<file path="src/rtl/seq_pattern_detector.sv">
// Serial bit-pattern detector: matches the last LEN accepted bits against a masked pattern.
// Optional saturating match counter is built when SEQDET_COUNT_EN is defined.
module seq_pattern_detector #(
  parameter int LEN   = 4,
  parameter int CNT_W = 8
) (
  input  logic             clk,
  input  logic             reset,
  input  logic             w_valid,
  input  logic             w,
  input  logic [LEN-1:0]   pattern,
  input  logic [LEN-1:0]   care_mask,
  input  logic             overlap,
  input  logic             clear,
  output logic             z
`ifdef SEQDET_COUNT_EN
  ,
  output logic [CNT_W-1:0] match_count,
  output logic             count_sat
`endif
);

  localparam int FW = $clog2(LEN + 1);
  localparam logic [FW-1:0] EMPTY = '0;
  localparam logic [FW-1:0] ARMED = FW'(LEN);

  logic [LEN-1:0] hist_q, hist_d;
  logic [FW-1:0]  fill_q, fill_d, fill_inc;
  logic           z_q, z_d;
  logic           match;

  always_comb begin
    hist_d   = {hist_q[LEN-2:0], w};
    fill_inc = (fill_q == ARMED) ? ARMED : fill_q + 1'b1;
    match    = w_valid && (fill_inc == ARMED) &&
               (((hist_d ^ pattern) & care_mask) == '0);
    // Non-overlapping mode restarts the fill so the next match needs LEN fresh bits.
    fill_d   = (match && !overlap) ? EMPTY : fill_inc;
    z_d      = match;
  end

  always_ff @(posedge clk) begin
    if (reset || clear) begin
      hist_q <= '0;
      fill_q <= EMPTY;
      z_q    <= 1'b0;
    end else begin
      z_q <= z_d;
      if (w_valid) begin
        hist_q <= hist_d;
        fill_q <= fill_d;
      end
    end
  end

  assign z = z_q;

`ifdef SEQDET_COUNT_EN
  logic [CNT_W-1:0] cnt_q;

  always_ff @(posedge clk) begin
    if (reset || clear)
      cnt_q <= '0;
    else if (match && !(&cnt_q))
      cnt_q <= cnt_q + 1'b1;
  end

  assign match_count = cnt_q;
  assign count_sat   = &cnt_q;
`endif

endmodule

</file>
<file path="config.mk">
export PLATFORM = sky130hd
export DESIGN_NAME = seq_pattern_detector
export DESIGN_NICKNAME = d
export VERILOG_FILES = /design/src/rtl/seq_pattern_detector.sv
export SDC_FILE = /design/constraint.sdc
export NUM_CORES = 1
export LEC_CHECK = 0
export BUFFER_PORTS_ARGS = -buffer_cell sky130_fd_sc_hd__buf_2
export CORE_AREA = 5 5 42 44
export DETAILED_ROUTE_END_ITERATION = 8
export DIE_AREA = 0 0 47 49
export SYNTH_ARGS = -nofsm -noshare
export SYNTH_HDL_FRONTEND = slang
export SYNTH_SLANG_ARGS = --single-unit
</file>
<file path="constraint.sdc">
create_clock -name clk -period 4.16 [get_ports clk]
set_clock_uncertainty 0.2 [all_clocks]
set_input_delay 0.208 -clock clk [delete_from_list [all_inputs] [get_ports clk]]
set_output_delay 0.208 -clock clk [all_outputs]
set_load 0.01 [all_outputs]
</file>
Word-level counts from Yosys, hierarchy flattened
Index checks and enable logic that the tools add are counted.
{ "word_totals": {"word_cells": 16, "out_inout_bits": 1, "latchBits": 0, "input_bits": 14, "ram_bits": 0, "regBits": 7, "mem_bits_ro": 0, "memories": 0} }
{ "op_classes": {"eq_ne": 2, "n_addsub": 1, "bitwise_logic": 2, "muxes": 2, "magnitude_cmp": 0, "shifts": 0, "n_reduce_logical": 6, "div_mod_pow": 0, "n_mul": 0} }
{ "ops": {"columns": ["operator", "n"], "rows": [
  ["$eq 3x3->1 const B", 2],
  ["$mux 3", 2],
  ["$and 4x4->4", 1],
  ["$logic_not 4->1", 1],
  ["$xor 4x4->4", 1],
  ["$add 3x1->3 const B", 1],
  ["$logic_and 1x1->1", 3],
  ["$logic_not 1->1", 1],
  ["$logic_or 1x1->1", 1]
]} }

Longest topological paths before layout
Gate-level depths: netlist of run 1.
{ "depth": {"depth_word": 7, "mapped_depth": 5, "mapped_depth_nobuf": 5} }

Least setup slack after synthesis of run 1
No wires, ideal clock.
{ "synth_path": {"path_kind": "register -> register", "start": "register fill_q[0]", "end": "register z_q (netlist: z)", "period_less_slack_ns": 1.415, "setup_slack_ns": 2.745, "arrival_ns": 1.154, "stages_incl_launch_ff": 5, "required_time_ns": 3.900, "setup_ns": 0.060, "n_path_buf": 0, "cell_sequence": "dfxtp_1 ha_1 nor2b_1 a2111oi_2 and3_1"} }
{ "synth_via": {"elab_chain_len": 5, "elab_cells_between_ends": 6, "cone_classes": "1 x add/sub; 2 x eq/ne; 1 x mux; 2 x reduce/logical"} }
{ "synth_rtl": {"columns": ["item", "line", "text"], "rows": [
  ["from (decl)", "28", "logic [FW-1:0] fill_q, fill_d, fill_inc;"],
  ["from (signal assigned)", "51", "fill_q <= fill_d;"],
  ["$add 3x1->3 or $eq 3x3->1 (tied branches)", "34", "fill_inc = (fill_q == ARMED) ? ARMED : fill_q + 1'b1;"],
  ["$mux 3 *", "34", null],
  ["$eq 3x3->1 *", "35", "match = w_valid && (fill_inc == ARMED) &&"],
  ["$logic_and 1x1->1 * (2 in a row)", "35", null],
  ["to (signal assigned)", "48", "z_q <= z_d;"],
  ["to (decl)", "29", "logic z_q, z_d;"]
]} }
Every way passes the cells marked *; elsewhere a longest branch is shown, timed or not.
A chain may end at the register's enable or synchronous reset.

Worst setup path in the final report of run 1
Same ends and word-level chain as after synthesis.

==> results.json, run 1 <==
{
  "status": "completed",
  "grt_pass1_wl_um": 1270,
  "drive_gt1_frac": 0.321,
  "clock-sinks": 7,
  "diodes": 0,
  "cts_buffers": 3,
  "yosysWarnings": 0,
  "postSynthRegisterBits": 7,
  "syn_area_um2": 377,
  "dieWidth_um": 47,
  "synth_cells": 40,
  "worst_ep_arrival_time_ps": 1460,
  "rsz0062_at_grt": "false",
  "io_buffers": 14,
  "hp-class": "in2reg",
  "startpoint_type": "flip-flop",
  "synthTopCellsByCount": "7 x dfxtp_1, 6 x nor2_1, 5 x mux2i_1, 4 x xor2_1",
  "ant_nets": 0,
  "critPathMaxFanout": 4,
  "p_sw_w": 0.0000325,
  "initial_utilization": 0.269,
  "power_frac_clock": 0.407,
  "finish.utilization": 0.345,
  "sw_frac_of_total": 0.222,
  "p_seq_frac": 0.472,
  "synth_area_leaders": "dfxtp_1 37%, mux2i_1 13%, xor2_1 9.3%, ha_1 6.6%, nor2_1 6.0%",
  "area_growth_pct": 28.2,
  "pin_count": 15,
  "hp-start": "w",
  "viasPerCell": 4.47,
  "routedWlPerCell_um": 10.2,
  "synth_fp_nets": 56,
  "netlist.area_leader.share": 0.372,
  "slew_viol_final": 0,
  "grtUsageTotal": 0.0768,
  "reg2reg_to": "z",
  "vias": 322,
  "r2r_slack_ps": 2690,
  "min_period_ps": 1470,
  "synth_flop_cell": "dfxtp_1",
  "core_region_area_um2": 1400,
  "critical_path_class": "reg2reg",
  "dp_hpwl_um": 625,
  "hold_violations": 0,
  "combPwrFrac": 0.120,
  "async_reset_ff_frac": 0,
  "maxSlewHeadroom": 0.707,
  "setup_violations": 0,
  "end_kind": "flip-flop",
  "r2r_cells": 4,
  "ctsHtreeMaxLevel": 1,
  "drtIter0Drc": 7,
  "grt_max_degree": 9,
  "post_cts_buffers": 0,
  "final_nets": 73,
  "fin_crit_sh": 0.353,
  "yosysSeqAreaShare": 0.372,
  "grt_pass1_vias": 343,
  "gp_congestion": 0.642,
  "r2r_start": "fill_q[0]",
  "clock_latency_ps": 250,
  "powerDensity_nw_per_um2": 303,
  "synth_top_cell_by_area": "dfxtp_1",
  "clk_pin_slew_ps": 50,
  "die_area_um2": 2300,
  "avgSynthCellArea_um2": 9.42,
  "peakVddDrop_mv": 0.193,
  "antenna_found_initial": 0,
  "worst_hold_path.num_cells": 3,
  "max-cap-violations": 0,
  "drc": 0,
  "row_count": 14,
  "crit_required_ps": 4150,
  "worst_pin_slew_ps": 439,
  "p_leak_nw": 0.229,
  "cp-startpoint": "fill_q[0]",
  "wirelength_um": 735,
  "drtPass1Iterations": 4,
  "synth.distinct_cells": 16,
  "p_int_w": 0.000114,
  "die_y_um": 49,
  "cts_tree": "done",
  "synthMostInstantiatedCell": "dfxtp_1",
  "clockBufferDepth": 2,
  "synth_edf_count": 0,
  "min_to": "hist_q[0]",
  "max_freq_mhz": 680,
  "cts_resized": 0,
  "ctsRootBufferMaster": "clkbuf_4",
  "ctsHoldBuffers": 0,
  "tns_ps": 0,
  "grt-ovfl-total": 0
}
[worst max-delay path by stage]
stage	endpoint	slack, ps	cells after the start
6_report	z	2690	4
5_1_grt	fill_q[2]	2570	5
4_1_cts	z	2680	4
3_5_place_dp	z	2690	4
3_3_place_gp	fill_q[2]	2720	4
2_1_floorplan	z	2750	4
[cell usage in the layout (no fill, tap or decap)]
master     instances
a2111oi_2          1
a211oi_1           1
a21oi_1            3
a222oi_1           1
a311o_1            1
a31oi_1            1
and3_1             1
buf_2             14
clkbuf_1           1
clkbuf_4           3
dfxtp_1            7
ha_1               2
inv_1              3
mux2i_1            5
nor2_1             6
nor2b_1            1
or2_0              1
xor2_1             4
[cell families after synthesis]
family	synth area share
AO/OA/AOI/OAI	0.169
XOR/XNOR	0.0930
adder cells (fa/ha/maj)	0.0664
buffers and inverters	0.0565
flip-flops	0.372
multiplexers	0.133
AND/OR/NAND/NOR	0.110
[stage by stage]
step	hold WS [ps]	instance area, um2	worst slack [ps]	total power, W	instances
finish	34.5	483	2690	0.000146	72
global route	45.0	483	2570	0.000155	72
CTS	23.9	483	2680	0.000149	72
detailed placement	280	457	2690	0.0000884	68
global placement	267	457	2720	0.0000883	68
floorplan	155	377	2750	0.0000808	40
[per-layer routing]
metal / vias to the layer above / GRT usage / wire (um)
li1: 173 / - / -
met1: 137 / 0.0903 / 326
met2: 12 / 0.111 / 338
met3: 0 / 0.0258 / 69
met4: 0 / 0.0553 / 0
met5: - / 0 / 0
[power by group through the flow]
| stage | Sequential [W] | Combinational (W) | Clock, W |
|---|---|---|---|
| 3_3_place_gp | 0.0000705 | 0.0000178 | 0 |
| 3_5_place_dp | 0.0000706 | 0.0000178 | 0 |
| 5_1_grt | 0.0000692 | 0.0000200 | 0.0000654 |
| 2_1_floorplan | 0.0000703 | 0.0000104 | 0 |
| 6_report | 0.0000692 | 0.0000176 | 0.0000596 |
| 4_1_cts | 0.0000692 | 0.0000178 | 0.0000622 |
[critical path: stages, from the launching register on]
cell and delay (ps):
dfxtp_1 330, ha_1 230, nor2b_1 160, a2111oi_2 330
and3_1 180
[layout make-up]
class                           count  area, um2
Fill cell                         159        918
Multi-Input combinational cell     28        215
Sequential cell                     7        140
Timing Repair Buffer               14       70.1
Clock buffer                        4       26.3
Tap cell                           16       20.0
Inverter                            3       11.3
[sequential cells by signal, indices dropped and copies added, names as in the netlist]
register	cells
hist_q	3
fill_q	3
z	1
(Power assumes the default switching activity.)
==> run 2, diff against run 1 <==
ABC_AREA = 1   (was not set)
clock period = 1.45 ns   (was 4.16 ns; I/O delays follow)
==> run 2 against run 1 <==
  * Non-clock buffer count is 6 higher
  * Fmax is 6.1% higher
  * Final cell count is 44% higher
  * Worst hold slack worse by 14 ps
  * Utilization is 8.9 points higher
  * Critical path depth is 5 higher
  * Area after synthesis is 13% higher
  * Clock-buffer cell count stayed put
  * Clock power grew to 2.9 times the previous value
  * Routed wire length is 21% higher
  * Final area is 26% higher
==> results.json, run 2 <==
{
  "numPlacedInstances": 94,
  "io_buffers": 14,
  "grt-ovfl-total": 0,
  "end_kind": "flip-flop",
  "wirelength_um": 888,
  "slew_viol_final": 0,
  "area_growth_pct": 43.4,
  "row_count": 14,
  "synth_top_cell_by_area": "dfxtp_1",
  "grt_pass1_wl_um": 1340,
  "cp-startpoint": "fill_q[0]",
  "finalPower_w": 0.000454,
  "cp_slowest_cell": "dfxtp_2",
  "reg2reg_to": "fill_q[2]",
  "cts_buffers": 3,
  "netlist.area_leader.share": 0.330,
  "pin_count": 15,
  "crit_required_ps": 1400,
  "critical_path_class": "reg2reg",
  "antenna_found_initial": 0,
  "cp_top_family": "flip-flops",
  "cp.depth": 9,
  "hp-class": "in2reg",
  "finish.utilization": 0.434,
  "drtIter0Drc": 7,
  "yosysWarnings": 0,
  "synthMostInstantiatedCell": "inv_1",
  "max-cap-violations": 0,
  "maxSlewHeadroom": 0.766,
  "grt_max_degree": 13,
  "core_region_area_um2": 1400,
  "ant_nets": 0,
  "diodes": 0,
  "clock-sinks": 7,
  "worst_ep_arrival_time_ps": 1330,
  "endpoint": "fill_q[2]",
  "ctsHtreeMaxLevel": 1,
  "startpoint_type": "flip-flop",
  "synth_edf_count": 0,
  "synth_cells": 65,
  "grt_pass1_vias": 349,
  "synth_flop_cell": "dfxtp_1",
  "die_y_um": 49,
  "viasPerCell": 4.11,
  "r2r_start": "fill_q[0]",
  "max_stage_delay_ps": 330,
  "final_nets": 105,
  "clockBufferDepth": 2,
  "dp_hpwl_um": 652,
  "initial_utilization": 0.303,
  "vias": 427,
  "cts_tree": "done",
  "dieWidth_um": 47,
  "routedWlPerCell_um": 8.54,
  "clk_pin_slew_ps": 50,
  "die_area_um2": 2300,
  "drtPass1Iterations": 2,
  "grtUsageTotal": 0.0818,
  "synth_area_leaders": "dfxtp_1 33%, inv_1 15%, nand2_1 12%, nand3_1 7.1%, ha_1 5.9%",
  "synthTopCellsByCount": "17 x inv_1, 14 x nand2_1, 7 x dfxtp_1, 6 x nand3_1",
  "critPathMaxFanout": 3,
  "r2r_slack_ps": 60,
  "min_period_ps": 1390,
  "synth_fp_nets": 81,
  "instances_no_fill": 104,
  "p_leak_nw": 0.307,
  "r2r_cells": 9,
  "peakVddDrop_mv": 0.468,
  "max_freq_mhz": 722,
  "hold_violations": 0,
  "crit_chain": "inv_2, ha_4, inv_2, o21ai_2, nand2_1, nor2_2, nand3_1, nand2_1, a21oi_2",
  "synth.distinct_cells": 16,
  "fin_crit_sh": 0.955,
  "worst_pin_slew_ps": 349,
  "avgSynthCellArea_um2": 6.53,
  "layout_common_cells": "14 x inv_1, 14 x nand2_1, 14 x buf_2",
  "setup_violations": 0,
  "syn_area_um2": 424,
  "ctsRootBufferMaster": "clkbuf_4",
  "gp_congestion": 0.716,
  "async_reset_ff_frac": 0,
  "powerDensity_nw_per_um2": 746,
  "postSynthRegisterBits": 7,
  "whs_ps": 20.4,
  "clock_latency_ps": 250,
  "path_buf_inv": 2,
  "status": "completed",
  "drc": 0,
  "dp_worst_setup_slack_ps": 12.6,
  "post-route-worst-setup-slack_ps": 64.9,
  "drive_gt1_frac": 0.341,
  "yosysSeqAreaShare": 0.330
}
run 2: how the worst min path moves through the flow:
stage | from | to | slack, ps | cells after the start
floorplan | w | hist_q[0] | 20 | 2
global placement | w | hist_q[0] | 150 | 3
detailed placement | w | hist_q[0] | 150 | 3
CTS | care_mask[1] | z | 10 | 6
global route | care_mask[1] | z | 30 | 6
finish | care_mask[0] | z | 20 | 6
run 2: routing by layer:
metal | wire length (um) | share of wire | global-route usage
met1 | 381 | 0.43 | 0.102
met2 | 427 | 0.48 | 0.109
met3 | 79 | 0.089 | 0.0590
met4 | 0 | 0 | 0.0276
met5 | 0 | 0 | 0
run 2: metrics by stage:
stage	instance area (um2)	TNS (ps)
after floorplan	424	0
after global placement	509	0
after detailed placement	509	0
after CTS	586	0
after global routing	608	-24.3
final	608	0
run 2: worst register-to-register path, delay by kind of cell, from the launching register on:
family          cells  cell delay (ps)
compound gates      2              180
fa+ha+maj           1              130
buf+inv             2              120
flops               1              330
simple gates        4              330
run 2: timing repair:
| item | CTS | global route |
|---|---|---|
| gates resized for setup | 0 | 7 |
| endpoints found under the setup margin | 0 | 1 |
| buffers inserted | 0 | 1 |
| hold buffers | 5 | 0 |
| hold endpoints to repair | 7 | 0 |
run 2: where the power goes:
part	leakage, nW	internal [W]	total, W	switching, W
Combinational	0.235	0.0000403	0.0000781	0.0000379
Clock	0.0150	0.000105	0.000173	0.0000678
Sequential	0.0578	0.000199	0.000203	0.00000432
Total	0.307	0.000344	0.000454	0.000110
run 2: cell families after synthesis:
kind of cell,after synthesis,share of synthesized area
DFF,7,0.330
and+or+nand+nor,27,0.295
buffers and inverters,18,0.162
adders and majority gates,2,0.0590
AOI/OAI and AO/OA,11,0.153
run 2: cell type report:
class,instances,area [um2]
clock buffers,4,26.3
fillers,150,793
inverters,17,63.8
multi-input cells,40,228
flip-flops and latches,7,143
well taps,16,20.0
repair buffers,20,128
==> run 3, diff against run 2 <==
CORE_AREA = not set   (was 5 5 42 44)
CORE_MARGIN = 5   (was not set)
CORE_UTILIZATION = 30   (was not set)
DIE_AREA = not set   (was 0 0 47 49)
==> run 3 against run 2 <==
  * Largest cell class unchanged
  * Power grew 1.7%
  * Routed wire length rose by 4.3%
  * Clock-buffer cell count unchanged
  * Fmax grew 0.51%
  * The flow now finishes with violations (hold timing)
  * Global-route usage up 2.0 points
  * First-iteration DRC count down 43%
  * Combinational power down 1%
==> results.json, run 3 (same netlist as run 2, synthesis figures left out) <==
{
  "path_buf_inv": 2,
  "max_freq_mhz": 726,
  "hold_violations": 1,
  "min_to": "z",
  "initial_utilization": 0.322,
  "worst_ep_arrival_time_ps": 1330,
  "cts_buffers": 3,
  "r2r_slack_ps": 70,
  "drtIter0Drc": 4,
  "grtUsageTotal": 0.102,
  "grt_max_degree": 13,
  "whs_ps": -4.89,
  "die_y_um": 47.6,
  "peakVddDrop_mv": 0.436,
  "post-route-worst-setup-slack_ps": 72.0,
  "layout_common_cells": "14 x inv_1, 14 x buf_2, 13 x nand2_1",
  "tns_ps": 0,
  "io_buffers": 14,
  "grt-ovfl-total": 0,
  "fin_crit_sh": 0.950,
  "worst_pin_slew_ps": 351,
  "violations": "hold timing",
  "critPathMaxFanout": 3,
  "drtPass1Iterations": 2,
  "vias": 436,
  "ctsHtreeMaxLevel": 1,
  "min_period_ps": 1380,
  "area_growth_pct": 43.7,
  "dieWidth_um": 47.6,
  "dp_hpwl_um": 684,
  "cts_tree": "done",
  "ctsRootBufferMaster": "clkbuf_4",
  "final_nets": 105,
  "crit_required_ps": 1400,
  "cp_common_cell": "inv_2",
  "rsz0062_at_grt": "true",
  "dp_worst_setup_slack_ps": -3.28,
  "startpoint_type": "flip-flop",
  "grt_pass1_vias": 393,
  "gp_congestion": 0.659,
  "wirelength_um": 926,
  "end_kind": "flip-flop",
  "core_region_area_um2": 1320,
  "hp-class": "in2reg",
  "hp-start": "care_mask[1]",
  "row_count": 13,
  "routedWlPerCell_um": 8.99,
  "powerDensity_nw_per_um2": 758,
  "worst_hold_path.num_cells": 6,
  "status": "complete, but fails checks",
  "max_stage_delay_ps": 330,
  "r2r_cells": 9,
  "clock-sinks": 7,
  "ant_nets": 0,
  "maxSlewHeadroom": 0.765,
  "antenna_found_initial": 0,
  "setup_violations": 0,
  "clk_pin_slew_ps": 60,
  "reg2reg_to": "fill_q[2]",
  "die_area_um2": 2270,
  "clockBufferDepth": 2,
  "pin_count": 15,
  "viasPerCell": 4.23,
  "cp_slowest_cell": "dfxtp_2",
  "r2r_start": "fill_q[0]",
  "drive_gt1_frac": 0.352,
  "crit_chain": "inv_2, ha_4, inv_2, o21ai_2, nand2_2, nor2_2, nand3_1, nand2_1, a21oi_2",
  "diodes": 0,
  "slew_viol_final": 0,
  "clock_latency_ps": 250,
  "grt_pass1_wl_um": 1520,
  "cp_top_family": "flip-flops",
  "drc": 0,
  "p_leak_nw": 0.308,
  "critical_path_class": "reg2reg",
  "max-cap-violations": 0,
  "finalPower_w": 0.000462
}
==> run 3: worst max-delay path by stage <==
stage / from / to / cells past startpoint
2_1_floorplan: fill_q[0] / fill_q[2] / 8
3_3_place_gp: fill_q[0] / fill_q[2] / 8
3_5_place_dp: fill_q[0] / fill_q[2] / 8
4_1_cts: fill_q[0] / fill_q[2] / 8
5_1_grt: fill_q[0] / fill_q[2] / 9
6_report: fill_q[0] / fill_q[2] / 9
==> run 3: worst reg2reg max path: cells and delay by family, from the launching register on <==
family | cells | cell delay [ps]
AOI/OAI and AO/OA | 2 | 200
DFF | 1 | 330
and+or+nand+nor | 4 | 320
adders and majority gates | 1 | 120
buffers and inverters | 2 | 110
==> run 3: metal layers <==
metal / wire length, um / track usage
met5: 0 / 0
met4: 10 / 0.0484
met1: 395 / 0.103
met3: 80 / 0.0564
met2: 440 / 0.171
==> run 3: layout make-up <==
cell class / instances / area (um2)
sequential: 7 / 143
multi-input combinational: 40 / 230
inverter: 17 / 63.8
timing repair buffer: 20 / 128
clock buffer: 4 / 26.3
tap: 15 / 18.8
fill: 146 / 708
==> run 3: metrics by stage <==
stage / area [um2] / utilization / cells / hold slack, ps
2_1_floorplan: 424 / - / 65 / 24.0
3_3_place_gp: 508 / 0.386 / 93 / 148
5_1_grt: 609 / 0.462 / 103 / 32.4
6_report: 609 / 0.462 / 103 / -4.89
3_5_place_dp: 508 / 0.386 / 93 / 160
4_1_cts: 586 / 0.444 / 102 / 0.0593
==> run 3: timing repair <==
item	CTS	global route
buffers inserted	0	1
gates cloned	0	0
endpoints found under the hold margin	7	0
setup endpoints to repair	1	1
hold buffers	5	0
gates resized for setup	1	7
pin swaps	0	6
==> run 3: power breakdown <==
group	internal [W]	switching, W	total (W)	leakage (nW)
Clock	0.000105	0.0000761	0.000181	0.0150
Combinational	0.0000393	0.0000379	0.0000773	0.235
Sequential	0.000199	0.00000424	0.000203	0.0578
Total	0.000343	0.000118	0.000462	0.308
